[src/rtl/sp_ram_bist.sv]
// Self-test initiator for one single-port RAM: writes a seeded ramp,
// reads it back through a read_lat-deep compare pipe and reports the result.
`timescale 1ns/1ps
module sp_ram_bist #(
    parameter int data_width = 12,
    parameter int addr_width = 6,
    parameter int read_lat   = 1
) (
    input  logic                  clk,
    input  logic                  rst_n,
    input  logic                  start,
    input  logic [data_width-1:0] seed,
    output logic                  ram_we,
    output logic [addr_width-1:0] ram_addr,
    output logic [data_width-1:0] ram_wdata,
    input  logic [data_width-1:0] ram_rdata,
    output logic                  busy,
    output logic                  done,
    output logic                  pass,
    output logic [addr_width:0]   err_count,
    output logic [addr_width-1:0] fail_addr
);

    localparam logic [2:0] S_IDLE  = 3'd0;
    localparam logic [2:0] S_WRITE = 3'd1;
    localparam logic [2:0] S_READ  = 3'd2;
    localparam logic [2:0] S_DRAIN = 3'd3;
    localparam logic [2:0] S_DONE  = 3'd4;

    logic [2:0]            r_state;
    logic [addr_width-1:0] r_addr;
    logic                  r_we;
    logic [data_width-1:0] r_wdata;
    logic [data_width-1:0] r_seed;
    logic [addr_width:0]   r_err;
    logic [addr_width-1:0] r_fail;
    logic                  r_pass;
    logic [2:0]            r_drain;

    logic [read_lat-1:0]   r_pv;
    logic [addr_width-1:0] r_pa [read_lat];
    logic [data_width-1:0] r_pe [read_lat];

    logic                  w_last;
    logic                  w_mis;
    logic                  w_drain_end;
    logic [addr_width:0]   w_err_nxt;

    function automatic logic [data_width-1:0] f_exp(
        input logic [addr_width-1:0] a,
        input logic [data_width-1:0] s
    );
        return data_width'(a) + s;
    endfunction

    assign w_last      = &r_addr;
    assign w_mis       = r_pv[read_lat-1] && (ram_rdata != r_pe[read_lat-1]);
    assign w_drain_end = (r_drain == 3'(read_lat - 1));
    assign w_err_nxt   = r_err + (addr_width+1)'(w_mis);

    always_ff @(posedge clk or negedge rst_n) begin
        if (!rst_n) begin
            r_state <= S_IDLE;
            r_addr  <= '0;
            r_we    <= 1'b0;
            r_wdata <= '0;
            r_seed  <= '0;
            r_err   <= '0;
            r_fail  <= '0;
            r_pass  <= 1'b0;
            r_drain <= '0;
        end else begin
            unique case (r_state)
                S_IDLE: begin
                    if (start) begin
                        r_state <= S_WRITE;
                        r_addr  <= '0;
                        r_we    <= 1'b1;
                        r_wdata <= f_exp('0, seed);
                        r_seed  <= seed;
                        r_err   <= '0;
                        r_fail  <= '0;
                        r_pass  <= 1'b0;
                    end
                end
                S_WRITE: begin
                    if (w_last) begin
                        r_state <= S_READ;
                        r_addr  <= '0;
                        r_we    <= 1'b0;
                        r_wdata <= '0;
                    end else begin
                        r_addr  <= r_addr + 1'b1;
                        r_wdata <= f_exp(r_addr + 1'b1, r_seed);
                    end
                end
                S_READ: begin
                    r_addr <= r_addr + 1'b1;
                    if (w_last) begin
                        r_state <= S_DRAIN;
                        r_drain <= '0;
                    end
                end
                S_DRAIN: begin
                    // the final compare lands on this edge, so use w_err_nxt
                    if (w_drain_end) begin
                        r_state <= S_DONE;
                        r_pass  <= (w_err_nxt == '0);
                    end else begin
                        r_drain <= r_drain + 1'b1;
                    end
                end
                S_DONE: begin
                    r_state <= S_IDLE;
                end
                default: begin
                    r_state <= S_IDLE;
                end
            endcase
            if (w_mis) begin
                r_err <= w_err_nxt;
                if (r_err == '0) begin
                    r_fail <= r_pa[read_lat-1];
                end
            end
        end
    end

    always_ff @(posedge clk or negedge rst_n) begin
        if (!rst_n) begin
            r_pv <= '0;
            for (int i = 0; i < read_lat; i++) begin
                r_pa[i] <= '0;
                r_pe[i] <= '0;
            end
        end else begin
            r_pv[0] <= (r_state == S_READ);
            r_pa[0] <= r_addr;
            r_pe[0] <= f_exp(r_addr, r_seed);
            for (int i = 1; i < read_lat; i++) begin
                r_pv[i] <= r_pv[i-1];
                r_pa[i] <= r_pa[i-1];
                r_pe[i] <= r_pe[i-1];
            end
        end
    end

    assign ram_we    = r_we;
    assign ram_addr  = r_addr;
    assign ram_wdata = r_wdata;
    assign busy      = (r_state != S_IDLE);
    assign done      = (r_state == S_DONE);
    assign pass      = r_pass;
    assign err_count = r_err;
    assign fail_addr = r_fail;

endmodule

[config.mk]
export PLATFORM = sky130hd
export DESIGN_NAME = sp_ram_bist
export DESIGN_NICKNAME = d
export VERILOG_FILES = /design/src/rtl/sp_ram_bist.sv
export SDC_FILE = /design/constraint.sdc
export NUM_CORES = 1
export LEC_CHECK = 0
export CAP_MARGIN = 30
export CORE_MARGIN = 10
export CORE_UTILIZATION = 49
export CTS_BUF_LIST = sky130_fd_sc_hd__clkbuf_8 sky130_fd_sc_hd__clkbuf_16
export CTS_CLUSTER_SIZE = 30
export DETAILED_ROUTE_END_ITERATION = 7
export GPL_TIMING_DRIVEN = 0
export PLACE_DENSITY = 0.76
export SLEW_MARGIN = 15
export SYNTH_ARGS = -nofsm -noshare
export SYNTH_HDL_FRONTEND = slang
export SYNTH_SLANG_ARGS = --single-unit
[constraint.sdc]
create_clock -name clk -period 2.5 [get_ports clk]
set_clock_uncertainty 0.2 [all_clocks]
set_input_delay 0.375 -clock clk [delete_from_list [all_inputs] [get_ports clk]]
set_output_delay 0.375 -clock clk [all_outputs]
set_load 0.01 [all_outputs]
Yosys cells after proc, flatten, opt, wreduce, memory -nomap -nowiden
Index checks and enable logic that the tools add are counted.
- register bits after elaboration: 70
- input port bits: 27
- output and inout bits: 35
- word-level logic and storage cells: 75
- $add $sub $neg: 5
- eq/ne operators: 10
- muxes and demuxes: 27
- reduce and logical (&&, ||, !) cells: 21
- operators by type and width (cell ; count):
    $mux W6 ; 6
    $add A6 B12 Y12 ; 2
    $mux W12 ; 2
    $pmux W12 S2 ; 1
    $mux W7 ; 3
    $mux W3 ; 6
    $pmux W6 S3 ; 1
    $logic_not A7 Y1 ; 2
    $ne A12 B12 Y1 ; 1
    $pmux W3 S4 ; 1
    $ne A2 B2 Y1 const B ; 5
    $reduce_bool A2 Y1 ; 5
    $reduce_and A3 Y1 ; 3
    $reduce_and A2 Y1 ; 4
    $add A7 B1 Y7 ; 1
    $add A6 B1 Y6 const B ; 1
    $eq A3 B2 Y1 const B ; 2
    $logic_not A3 Y1 ; 2
    $pmux W3 S2 ; 1
    $reduce_and A6 Y1 ; 1
    $reduce_bool A3 Y1 ; 2
    $mux W1 ; 4
    $pmux W1 S2 ; 2
    $reduce_and A4 Y1 ; 1
    4 further kinds ; 4

Longest topological paths before layout
Gate-level depths: netlist (run 1).
- depth in word-level cells: 6
- depth in mapped cells: 11
- depth with buffers taken out: 11

Worst setup path after synthesis (run 1)
Ideal clock, no wire load.
- kind: reg-to-reg
- start: register r_addr[0] (netlist: ram_addr[0])
- end: register r_wdata[7] (netlist: ram_wdata[7])
- arrival time: 2306 ps
- required time: 2213 ps
- path slack: -93 ps
- cell stages (with the launch flop): 10
- cells stage by stage: dfrtp_1 > ha_1 > nand3_1 > xnor2_1 > ha_1 > a211oi_1 > o31a_1 > nor3_2 > xnor2_1 > o211ai_1
- cells in the longest elaborated chain, start to end: 4
- elaborated cells on any way between the ends: 5
- classes of those cells: add/sub (2); mux (2); reduce/logical (1)
- RTL lines (what ; RTL line ; source):
    start: declaration ; 31 ; logic [addr_width-1:0] r_addr;
    start signal: assignment ; 93 ; r_addr <= r_addr + 1'b1;
    start signal: assignment ; 98 ; r_addr <= r_addr + 1'b1;
    $add A6 B1 Y6 ; 94 ; r_wdata <= f_exp(r_addr + 1'b1, r_seed);
    $add A6 B12 Y12 ; 53 ; return data_width'(a) + s;
    $mux W12 (*) ; 87 ; if (w_last) begin
    $pmux W12 S2 (*) ; 73 ; unique case (r_state)
    end signal: assignment ; 79 ; r_wdata <= f_exp('0, seed);
    end signal: assignment ; 94 ;
    end: declaration ; 33 ; logic [data_width-1:0] r_wdata;
Mark *: on every way between the ends. The rest lies on a longest branch, timed or not.
A chain may end at the register's enable or synchronous reset.

Worst setup path in the final report (run 1)
- start: input port ram_rdata[0]
- end: register r_pass (netlist: pass)
- cells in the longest elaborated chain, start to end: 6
- RTL lines (what ; RTL line ; source):
    start: declaration ; 16 ; input logic [data_width-1:0] ram_rdata,
    $ne A12 B12 Y1 ; 57 ; assign w_mis = r_pv[read_lat-1] && (ram_rdata != r_pe[read_lat-1]);
    $logic_and A1 B1 Y1 ; 57 ;
    $add A7 B1 Y7 ; 59 ; assign w_err_nxt = r_err + (addr_width+1)'(w_mis);
    $logic_not A7 Y1 ; 108 ; r_pass <= (w_err_nxt == '0);
    $mux W1 ; 106 ; if (w_drain_end) begin
    $pmux W1 S2 ; 73 ;
    end signal: assignment ; 108 ;
    end: declaration ; 37 ; logic r_pass;
No other way between the ends. The select of a mux whose other input is x is not followed.

==> impl_metrics.toml, run 1 <==
[power_and_ir_drop]
power_density_nw_per_um2 = 449
clkPwrFrac_pct = 48.2
combPwrFrac_pct = 3.3
switchingPower_w = 0.000493
internal_power_w = 0.00184
sequentialPowerShare_pct = 48.5
swShare_pct = 21.1
total_power_w = 0.00233
leakage_nw = 2.33
ir_worst_vdd_mv = 0.276

[sta]
post-route-min-period_ps = 2520
period_share_pct = 101
grt_setup_unrepaired = "true"
worstMarginPinSlew_ps = 814
tns_ps = -16.8
hold_slack_ps = 286
fin_ws_ps = -16.8
fmax_ghz = 0.397
maxSlewViolCount = 0
slew_headroom_pct = 45.4
hold_violations = 0
setup_viol = 1

[drt]
drt-initial-drc-count = 209
routed_wl_mm = 10.5
post_drt_via_cell_ratio = 5.46
drtPass1Iterations = 4
route.detailed.drc = 0
wl_per_cell_um = 17.6
vias = 3267
antenna_left = 0

[synthesis]
async_flop_share_pct = 100
syn_area_per_cell_sq_um = 9.69
synth_simple_gate_area_share_pct = 20.8
synthAdderAreaFrac_pct = 7.19
yosys_most_used_dff = "dfrtp_1"
synth_seq_cells = 70
synthMuxAreaShare_pct = 1.85
synth-edff-count = 0
synthCells = 399
synth-compound-area-share_pct = 12.6
syn_nets = 447
synth_top_family_by_area = "simple AND/OR/NAND/NOR gates"
yosysWarnings = 0
synth_xor_area_share_pct = 8.16
ys_types = 58
ys_seq_area_share_pct = 45.3
synth_area_sq_um = 3860

[setup_path]
startpoint = "ram_rdata[0]"
r2r_start = "r_pe[5]"
worstSetupStartpointType = "input pin"
cp_data_required_time_ps = 2580
worstPathArrival_ps = 2590
crit_path_end_kind = "register"
worstPathMaxFanout = 2
critical_path_class = "in -> reg"

[final_layout]
most-common-layout-cells = "67 x nand2_1, 65 x dfrtp_1, 48 x clkdlybuf4s50_1, 26 x xnor2_1, 24 x inv_1"
drive_above_1_share_pct = 16.7
diodes = 0
final_common_cell = "nand2_1"
stdcell_area_sq_um = 5190
area_growth_pct = 34.4
fin_nets = 539
fillers = 603

[cts]
clk_latency_ps = 350
cts_buffer_depth = 2
clockRootBuffer = "clkbuf_8"
path_clk_slew_ps = 80
cts_htree_levels = 3
cts.sinks = 70
cts_tree = "done"
numCtsBuffers = 9

[global_routing]
groute.usage.overall_pct = 16.7
grt_first_pass_wirelength_mm = 15.8
antenna_found_initial = 0
grt_util_met2_pct = 25.9
grt_pass1_vias = 3277
grt_busiest_layer = "met2"
grt_util_met3_pct = 3.60
use_met1_pct = 21.9
gr-total-overflow = 0
grt_max_degree = 43

[floorplan]
fp.dieW_um = 109
die_h_um = 109
dieArea_sq_um = 11800
start_util_pct = 50.3
io_pins = 62
core-area_sq_um = 7690
row_count = 32

[hold_path]
hold_path_class = "in -> async"

[placed_design]
port_buffers = 60
place_congestion = 0.899
hpwl_mm = 6.98
place_area_sq_um = 4630

[status]
status = "complete, but fails checks"
violations = "negative setup slack"

[flow_run]
maxCapViolations = 0
cell usage after synthesis, types with 5 or more instances:
library cell  count  area share, %
nand2b_1          8            1.3
ha_1             19            6.2
o21ai_0          17            2.2
nor3b_1           5           0.97
dfrtp_1          70             45
buf_2             7           0.91
nand2_1          67            6.5
nor3_1            7           0.91
nor2_1           14            1.4
o211ai_1          8            1.6
xor2_1            7            1.6
mux2i_1           6            1.6
clkbuf_1          5           0.49
a21oi_1          10            1.3
nand3_1          19            2.5
xnor2_1          29            6.6
nor2b_1           6           0.97
a211oi_1          5           0.97
inv_1            25            2.4
flip-flops by register name, indices dropped and copies added (netlist names), 3 cells and up:
name,flops
err_count,7
fail_addr,6
r_drain,3
r_pa,6
r_pe,12
r_seed,12
r_state,3
ram_addr,6
ram_wdata,12
power by group through the flow:
stage | Clock [W] | Sequential [W] | Combinational (W)
after floorplan | 0 | 0.00115 | 0.0000133
after global placement | 0 | 0.00115 | 0.0000797
after detailed placement | 0 | 0.00115 | 0.0000838
after CTS | 0.00113 | 0.00113 | 0.0000795
after global routing | 0.00118 | 0.00113 | 0.0000853
final | 0.00112 | 0.00113 | 0.0000775
timing repair:
| action | CTS | global route |
|---|---|---|
| buffers inserted | 10 | 9 |
| gates resized for setup | 31 | 15 |
| setup endpoints to repair | 11 | 8 |
| pin swaps | 14 | 16 |
| gates cloned | 0 | 0 |
| hold buffers | 1 | 0 |
| hold endpoints to repair | 28 | 0 |
metrics by stage:
stage | worst slack, ps | std cells | utilization [%]
2_1_floorplan | 49.5 | 399 | -
3_3_place_gp | -1740 | 561 | 60.0
3_5_place_dp | -815 | 562 | 60.2
4_1_cts | -31.2 | 589 | 65.5
5_1_grt | -117 | 598 | 67.6
6_report | -16.8 | 598 | 67.6
logic make-up after synthesis:
family | after synthesis
xor+xnor | 36
mux | 7
fa+ha+maj | 21
buf+inv | 38
compound gates | 71
flops | 70
simple gates | 156
path summary, 6_finish.rpt:
check / slack [ps] / cells past startpoint / to
worst max-delay path: -20 / 11 / pass
worst min-delay path: 290 / 2 / r_drain[1]
worst max register to register: 20 / 10 / pass
worst min register to register: 290 / 2 / fail_addr[1]
max in group asynchronous: 1270 / 3 / ram_addr[3]
min in group clk: 290 / 2 / fail_addr[1]
metal layers:
| layer | part of all wire [%] | up-vias |
|---|---|---|
| met5 | 0 | - |
| met4 | 2.0 | 0 |
| met2 | 48 | 110 |
| met1 | 43 | 1569 |
| li1 | - | 1572 |
| met3 | 7.0 | 16 |
cell type report:
class,instances,area [sq um],share of cell area [%]
inverter,25,93.8,1.81
tap,102,128,2.46
buffer,13,61.3,1.18
clock buffer,9,124,2.38
sequential,70,1760,33.8
timing repair buffer,81,764,14.7
clock inverter,7,121,2.34
multi-input combinational,291,2140,41.3
worst max-delay path, stage by stage:
cell,delay [ps]
clkdlybuf4s50_1,470
xnor2_1,120
nand4_1,160
o31ai_4,340
inv_2,90
buf_4,140
buf_4,150
ha_4,280
nor4b_4,190
o2111ai_1,140
o21ai_1,140
Note: power is estimated with default switching activity, not from simulation.
==> inputs of run 2 (changes only) <==
- CTS_CLUSTER_DIAMETER: not set -> 30
- TNS_END_PERCENT: not set -> 5
==> run 2 against run 1 <==
  * The run now ends clean
  * Critical path type unchanged
  * Via count decreased by 1.7%
  * Sequential share of layout area increased by 0.50 points
  * Setup slack improved by 20 ps
==> impl_metrics.toml, run 2 (same netlist as run 1, synthesis figures left out) <==
[status]
status = "completed"

[sta]
fmax_ghz = 0.400
hold_violations = 0
period_share_pct = 99.9
post-route-min-period_ps = 2500
setup_viol = 0
slew_headroom_pct = 44.3
grt_setup_unrepaired = "true"
worstMarginPinSlew_ps = 830
hold_slack_ps = 280
maxSlewViolCount = 0

[drt]
routed_wl_mm = 9.94
vias = 3213
drtPass1Iterations = 5
route.detailed.drc = 0
antenna_left = 0
drt-initial-drc-count = 195
post_drt_via_cell_ratio = 5.42
wl_per_cell_um = 16.8

[global_routing]
antenna_found_initial = 0
grt_max_degree = 43
grt_first_pass_wirelength_mm = 15.8
groute.usage.overall_pct = 16.7
grt_pass1_vias = 3277
gr-total-overflow = 0

[flow_run]
maxCapViolations = 0

[placed_design]
hpwl_mm = 6.98
place_area_sq_um = 4630
port_buffers = 60
place_congestion = 0.899

[setup_path]
critical_path_class = "in -> reg"
worstPathArrival_ps = 2570
rrSetupSlack_ps = 40
r2r_end = "pass"
ff2ff_path_depth = 10
r2r_start = "r_pe[5]"
worstSetupStartpointType = "input pin"
crit_path_end_kind = "register"
worstPathMaxFanout = 2
cp_data_required_time_ps = 2580

[floorplan]
io_pins = 62
start_util_pct = 50.3
row_count = 32
fp.dieW_um = 109
die_h_um = 109
core-area_sq_um = 7690
dieArea_sq_um = 11800

[final_layout]
most-common-layout-cells = "67 x nand2_1, 65 x dfrtp_1, 48 x clkdlybuf4s50_1, 27 x xnor2_1, 24 x inv_1"
fin_nets = 534
diodes = 0
area_growth_pct = 32.4
final_common_cell = "nand2_1"
stdcell_area_sq_um = 5120
drive_above_1_share_pct = 15.5

[hold_path]
hold_path_class = "in -> async"

[cts]
cts_htree_levels = 3
clk_latency_ps = 340
cts_tree = "done"
numCtsBuffers = 9
clockRootBuffer = "clkbuf_8"
cts_buffer_depth = 2
path_clk_slew_ps = 80
cts.sinks = 70

[power_and_ir_drop]
ir_worst_vdd_mv = 0.274
leakage_nw = 2.29
power_density_nw_per_um2 = 454
run 2: cell types whose count changed in the layout (fill, tap and decap cells not counted), sizes merged:
| cell | previous run | this run |
|---|---|---|
| buf | 29 | 24 |
run 2: how the worst max path moves through the flow:
stage,cells past startpoint,start,slack (ps),end
2_1_floorplan,9,ram_addr[1],50,ram_wdata[11]
3_3_place_gp,1,rst_n,-1740,ram_addr[0]
3_5_place_dp,11,ram_rdata[0],-820,pass
4_1_cts,11,ram_rdata[0],-30,pass
5_1_grt,11,ram_rdata[0],-100,pass
6_report,11,ram_rdata[0],3,pass
run 2: report_power, final:
| part | internal, W | switching (W) | total [W] | leakage (nW) |
|---|---|---|---|---|
| Clock | 0.000668 | 0.000449 | 0.00112 | 0.124 |
| Sequential | 0.00113 | 0 | 0.00113 | 0.878 |
| Combinational | 0.0000403 | 0.0000373 | 0.0000776 | 1.28 |
| Total | 0.00184 | 0.000486 | 0.00232 | 2.29 |
run 2: layout make-up:
type	count	area [sq um]
clock buffers	9	124
repair buffers	76	719
clock inverters	7	121
flip-flops and latches	70	1760
multi-input cells	291	2110
plain buffers	13	61.3
well taps	102	128
inverters	25	93.8
fillers	625	2570
run 2: critical path, cell delays in order:
cell and delay, ps:
clkdlybuf4s50_1 470, xnor2_1 120, nand4_1 160, o31ai_4 340
inv_2 100, buf_4 140, buf_4 140, ha_4 270
nor4b_4 190, o2111ai_1 140, o21ai_1 140
run 2: per-stage QoR:
stage               util [%]  total power (W)  TNS [ps]  cells  setup WS, ps
floorplan                  -          0.00117         0    399          49.5
global placement        60.0          0.00123   -107730    561         -1740
detailed placement      60.2          0.00124     -4180    562          -815
CTS                     65.5          0.00234     -31.2    589         -31.2
global route            66.6          0.00240      -234    593         -95.5
finish                  66.6          0.00232         0    593          3.05
run 2: layer usage:
metal	routed length [um]	up-vias	global-route usage (%)
met3	787	17	3.60
met4	216	0	7.53
met2	4670	101	25.9
met1	4270	1540	21.9
met5	0	-	0
li1	-	1555	-
run 2: what timing repair did:
action | in CTS | in global routing
hold buffers | 1 | 0
pin swaps | 14 | 14
hold endpoints to repair | 28 | 0
setup endpoints to repair | 11 | 8
gates resized for setup | 31 | 9
setup buffers | 10 | 4
gates cloned | 0 | 0
==> RTL edit 1: new RTL, settings of run 1 <==
Register the outputs `busy` and `done`; this adds one clock of latency there. The other outputs are not delayed to match.
--- a/src/rtl/sp_ram_bist.sv
+++ b/src/rtl/sp_ram_bist.sv
@@ -148,8 +148,10 @@
     assign ram_we    = r_we;
     assign ram_addr  = r_addr;
     assign ram_wdata = r_wdata;
-    assign busy      = (r_state != S_IDLE);
-    assign done      = (r_state == S_DONE);
+    always_ff @(posedge clk) begin
+        busy <= (r_state != S_IDLE);
+        done <= (r_state == S_DONE);
+    end
     assign pass      = r_pass;
     assign err_count = r_err;
     assign fail_addr = r_fail;
Behaviour: not the same (a bounded check fails within 4 cycles, from zero or initial values and one cycle with rst_n low).
==> RTL edit 1 against run 1 <==
First-iteration DRC count is 18% lower; synthesized cell count is 0.50% higher; final area is 0.36% higher; setup slack better by 38 ps; global-route usage is 0.39 points higher; critical path depth is 1 lower; total power is 1.3% lower; area after synthesis is 1.0% higher; sequential share of layout area is 0.65 points higher; die area is 0.85% higher; sequential cell count is 2 higher; wire length is 2.3% lower; highest routed layer unchanged.
==> RTL edit 1: results (changes against run 1) <==
- Status: completed
- Max FO, Critical Path: 3 (+1)
- Final hold slack: 261.7 ps (-24.55 ps)
- RePlAce Congestion: 0.9530 (+6.1%)
- Async set or reset register ratio after synthesis: 97.22% (-2.8 points)
- FF-to-FF Start: r_pe[3]$_DFF_PN0_
- Register area share after synthesis: 45.88% (+0.56 points)
- Gate Count Post-Synth: 401 (+0.50%)
- Share of cell area taken by muxes after synthesis: 1.826% (-0.019 points)
- Xor/xnor share of the synthesized area: 8.074% (-0.084 points)
- Initial detailed-routing violation count: 171 (-18%)
- Estimated wirelength of the detail-placed design: 7.152 mm (+2.5%)
- Worst stage delay on the critical path: 400 ps (-70 ps)
- Number of filler instances in the final layout: 593 (-1.7%)
- First-pass GRT wire length: 16.15 mm (+2.0%)
- Count of distinct cell types in the synthesized netlist: 59 (+1.7%)
- Net count of the mapped netlist: 449 (+0.45%)
- Pre-CTS WS: -783.6 ps (+31.69 ps)
- Peak supply drop: 0.0003184 V (+16%)
- Vias per std cell: 5.425 (-0.70%)
- Family of cells with the greatest summed delay on the critical path: compound AO/OA/AOI/OAI gates
- Fraction of the mapped netlist area in compound gates: 12.50% (-0.13 points)
- Via count of the first global-routing pass: 3254 (-0.70%)
- Number of post-CTS setup repair buffers: 12 (+2)
- Area share of fa/ha/maj cells after synthesis: 7.113% (-0.074 points)
-- RTL edit 1: layer usage --
| layer | vias to the layer above | routed length [um] | track usage (%) |
|---|---|---|---|
| met5 | - | 0 | 0 |
| met4 | 0 | 223 | 7.807 |
| met3 | 18 | 682 | 4.012 |
| met2 | 86 | 4814 | 26.82 |
| met1 | 1572 | 4546 | 21.96 |
| li1 | 1568 | - | - |
-- RTL edit 1: final cells by class --
type	instances	area [um^2]	share of cell area [%]
Buffer	13	61.31	1.176
Clock buffer	10	137.6	2.640
Clock inverter	6	92.59	1.776
Inverter	25	93.84	1.800
Multi-Input combinational cell	291	2142	41.09
Sequential cell	72	1798	34.49
Tap cell	102	127.6	2.448
Timing Repair Buffer	79	759.5	14.57
-- RTL edit 1: how the worst max path moves through the flow --
stage	start	endpoint	slack [ps]	cells after the start
2_1_floorplan	ram_addr[1]$_DFFE_PN0P_	ram_wdata[11]$_DFFE_PN0P_	50	9
3_3_place_gp	rst_n	ram_addr[0]$_DFFE_PN0P_	-1700	1
3_5_place_dp	ram_rdata[0]	pass$_DFFE_PN0P_	-780	11
4_1_cts	ram_rdata[9]	pass$_DFFE_PN0P_	-40	11
5_1_grt	r_pe[3]$_DFF_PN0_	pass$_DFFE_PN0P_	-140	10
6_report	r_pe[3]$_DFF_PN0_	pass$_DFFE_PN0P_	20	10
-- RTL edit 1: power by group through the flow --
stage	sequential [mW]	combinational [mW]	clock [mW]
2_1_floorplan	1.19	0.0133	0
3_3_place_gp	1.19	0.0794	0
3_5_place_dp	1.19	0.0840	0
4_1_cts	1.16	0.0840	1.07
5_1_grt	1.16	0.0901	1.12
6_report	1.16	0.0815	1.06
==> RTL edit 2: new RTL, settings of run 1 <==
Made on the original files. Change the parameter `data_width` from 12 to 10.
--- a/src/rtl/sp_ram_bist.sv
+++ b/src/rtl/sp_ram_bist.sv
@@ -2,7 +2,7 @@
 // reads it back through a read_lat-deep compare pipe and reports the result.
 `timescale 1ns/1ps
 module sp_ram_bist #(
-    parameter int data_width = 12,
+    parameter int data_width = 10,
     parameter int addr_width = 6,
     parameter int read_lat   = 1
 ) (
Interface: changed (resized ram_rdata, ram_wdata and seed); port bits go from 62 to 56. The function was not compared with the original's and may differ.
==> RTL edit 2 against run 1 <==
The run still ends with negative setup slack left; area after synthesis shrank 12%; largest cell class unchanged; setup slack got worse by 32 ps; wire length is 22% lower; register-to-register slack worse by 70 ps; highest routed layer unchanged; sequential cell count decreased by 6; count of clock-buffer cells in the layout stayed put; final area shrank 13%; non-clock buffer count decreased by 15.
Power is not compared: it rests on default switching activity, and its combinational part moved more than twofold at a synthesized area within 25%.
==> RTL edit 2: results (changes against run 1) <==
- Status: finished, violations left
- Violations in the final reports: negative setup slack
- Fraction of the mapped netlist area in compound gates: 14.88% (+2.3 points)
- Transition at the pin with the smallest max-transition slack: 693.0 ps (-121.0 ps)
- Via count of the first global-routing pass: 2642 (-19%)
- Storage element area: 1608 um^2 (-8.5%)
- Max FO, Critical Path: 3 (+1)
- Async set or reset register ratio after synthesis: 100.0% (unchanged)
- DRT Pass-1 Iters: 7 (+3)
- Inst Count DP: 482 (-14%)
- Area share of fa/ha/maj cells after synthesis: 7.791% (+0.60 points)
- Ranking of synthesized cells by instance count: 64 x dfrtp_1, 53 x nand2_1, 19 x xor2_1, 18 x ha_1
- Estimated wirelength of the detail-placed design: 5.813 mm (-17%)
- RePlAce Congestion: 0.8626 (-4.0%)
- Port Buffer Count: 55 (-8.3%)
- Post-synthesis area per instance: 9.840 um^2 (+1.6%)
- Fraction of layout cells with a size suffix above 1: 13.85% (-2.9 points)
- Number of setup violations in the final report: 1 (unchanged)
- Initial detailed-routing violation count: 171 (-18%)
- Wirelength, routed: 8.176 mm (-22%)
- Cell area after placement: 4093 um^2 (-12%)
- Most area-consuming cells after synthesis: dfrtp_1 47%, ha_1 6.6%, nand2_1 5.8%, xor2_1 4.9%, xnor2_1 4.4%
- Largest net degree at the start of global routing: 64 (+49%)
- Number of filler instances in the final layout: 506 (-16%)
- Count of distinct cell types in the synthesized netlist: 45 (-22%)
- Register area share after synthesis: 47.04% (+1.7 points)
- Vias per std cell: 5.364 (-1.8%)
- Setup slack of the critical path after layout: -48.83 ps (-32.00 ps)
- Via count: 2714 (-17%)
- Net count of the mapped netlist: 389 (-13%)
- Final total negative setup slack: -48.83 ps (-32.00 ps)
- Xor/xnor share of the synthesized area: 9.261% (+1.1 points)
- Cell with the biggest individual delay on the critical path: dfrtp_1
- Share of cell area taken by muxes after synthesis: 1.286% (-0.56 points)
[RTL edit 2: changes by cell type after synthesis, moves of 7 or more]
cell      before  now
nand2_1       67   53
o22ai_1        0    9
inv_1         25   15
xor2_1         7   19
xnor2_1       29   17
clkbuf_1       5   12
[RTL edit 2: final timing paths]
path	from	to	slack, ps	cells after the start
min in group clk	ram_wdata[6]$_DFFE_PN0P_	ram_wdata[6]$_DFFE_PN0P_	290	1
worst min-delay path	rst_n	ram_wdata[6]$_DFFE_PN0P_	160	2
worst max-delay path	r_pe[8]$_DFF_PN0_	pass$_DFFE_PN0P_	-50	11
worst min register to register	ram_wdata[6]$_DFFE_PN0P_	ram_wdata[6]$_DFFE_PN0P_	290	1
worst max register to register	r_pe[8]$_DFF_PN0_	pass$_DFFE_PN0P_	-50	11
max in group asynchronous	rst_n	ram_addr[0]$_DFFE_PN0P_	1450	3
[RTL edit 2: cell families (layout without fill, tap and decap cells)]
family,count (synthesis),in the layout
AND/OR/NAND/NOR,116,116
AO/OA/AOI/OAI,75,75
flip-flops,64,64
XOR/XNOR,36,36
buffers and inverters,31,111
adder cells (fa/ha/maj),20,20
multiplexers,4,4
[RTL edit 2: critical path, delay by kind of cell (launching register included)]
kind	cells	cell delay, ps
AOI/OAI and AO/OA	3	580
xor gates and xnor gates	1	140
adders and majority gates	1	150
buffers and inverters	1	40
DFF	1	380
and+or+nand+nor	5	960
[RTL edit 2: cell type report]
type / count / area share (%)
Sequential cell: 64 / 35.65
Buffer: 12 / 1.304
Clock inverter: 7 / 2.469
Timing Repair Buffer: 67 / 14.57
Inverter: 16 / 1.443
Multi-Input combinational cell: 251 / 39.59
Tap cell: 80 / 2.220
Clock buffer: 9 / 2.747
[RTL edit 2: layer usage]
metal | global-route usage [%] | vias to the layer above | wire (um)
met5 | 0 | - | 0
met4 | 7.380 | 0 | 143
met3 | 3.455 | 14 | 477
met2 | 23.93 | 73 | 3806
met1 | 20.33 | 1273 | 3749
li1 | - | 1354 | -
[RTL edit 2: power by group through the flow]
stage	Combinational [mW]	Sequential, mW	Clock, mW
2_1_floorplan	0.104	1.12	0
3_3_place_gp	0.221	1.12	0
3_5_place_dp	0.230	1.12	0
4_1_cts	0.233	1.10	1.06
5_1_grt	0.262	1.10	1.11
6_report	0.235	1.10	1.06
[RTL edit 2: repair_timing]
| item | in CTS | in global routing |
|---|---|---|
| setup buffers | 4 | 6 |
| pin swaps | 9 | 14 |
| gates resized for setup | 19 | 17 |
| hold buffers | 1 | 0 |
| endpoints found under the setup margin | 11 | 9 |
| hold endpoints to repair | 64 | 0 |
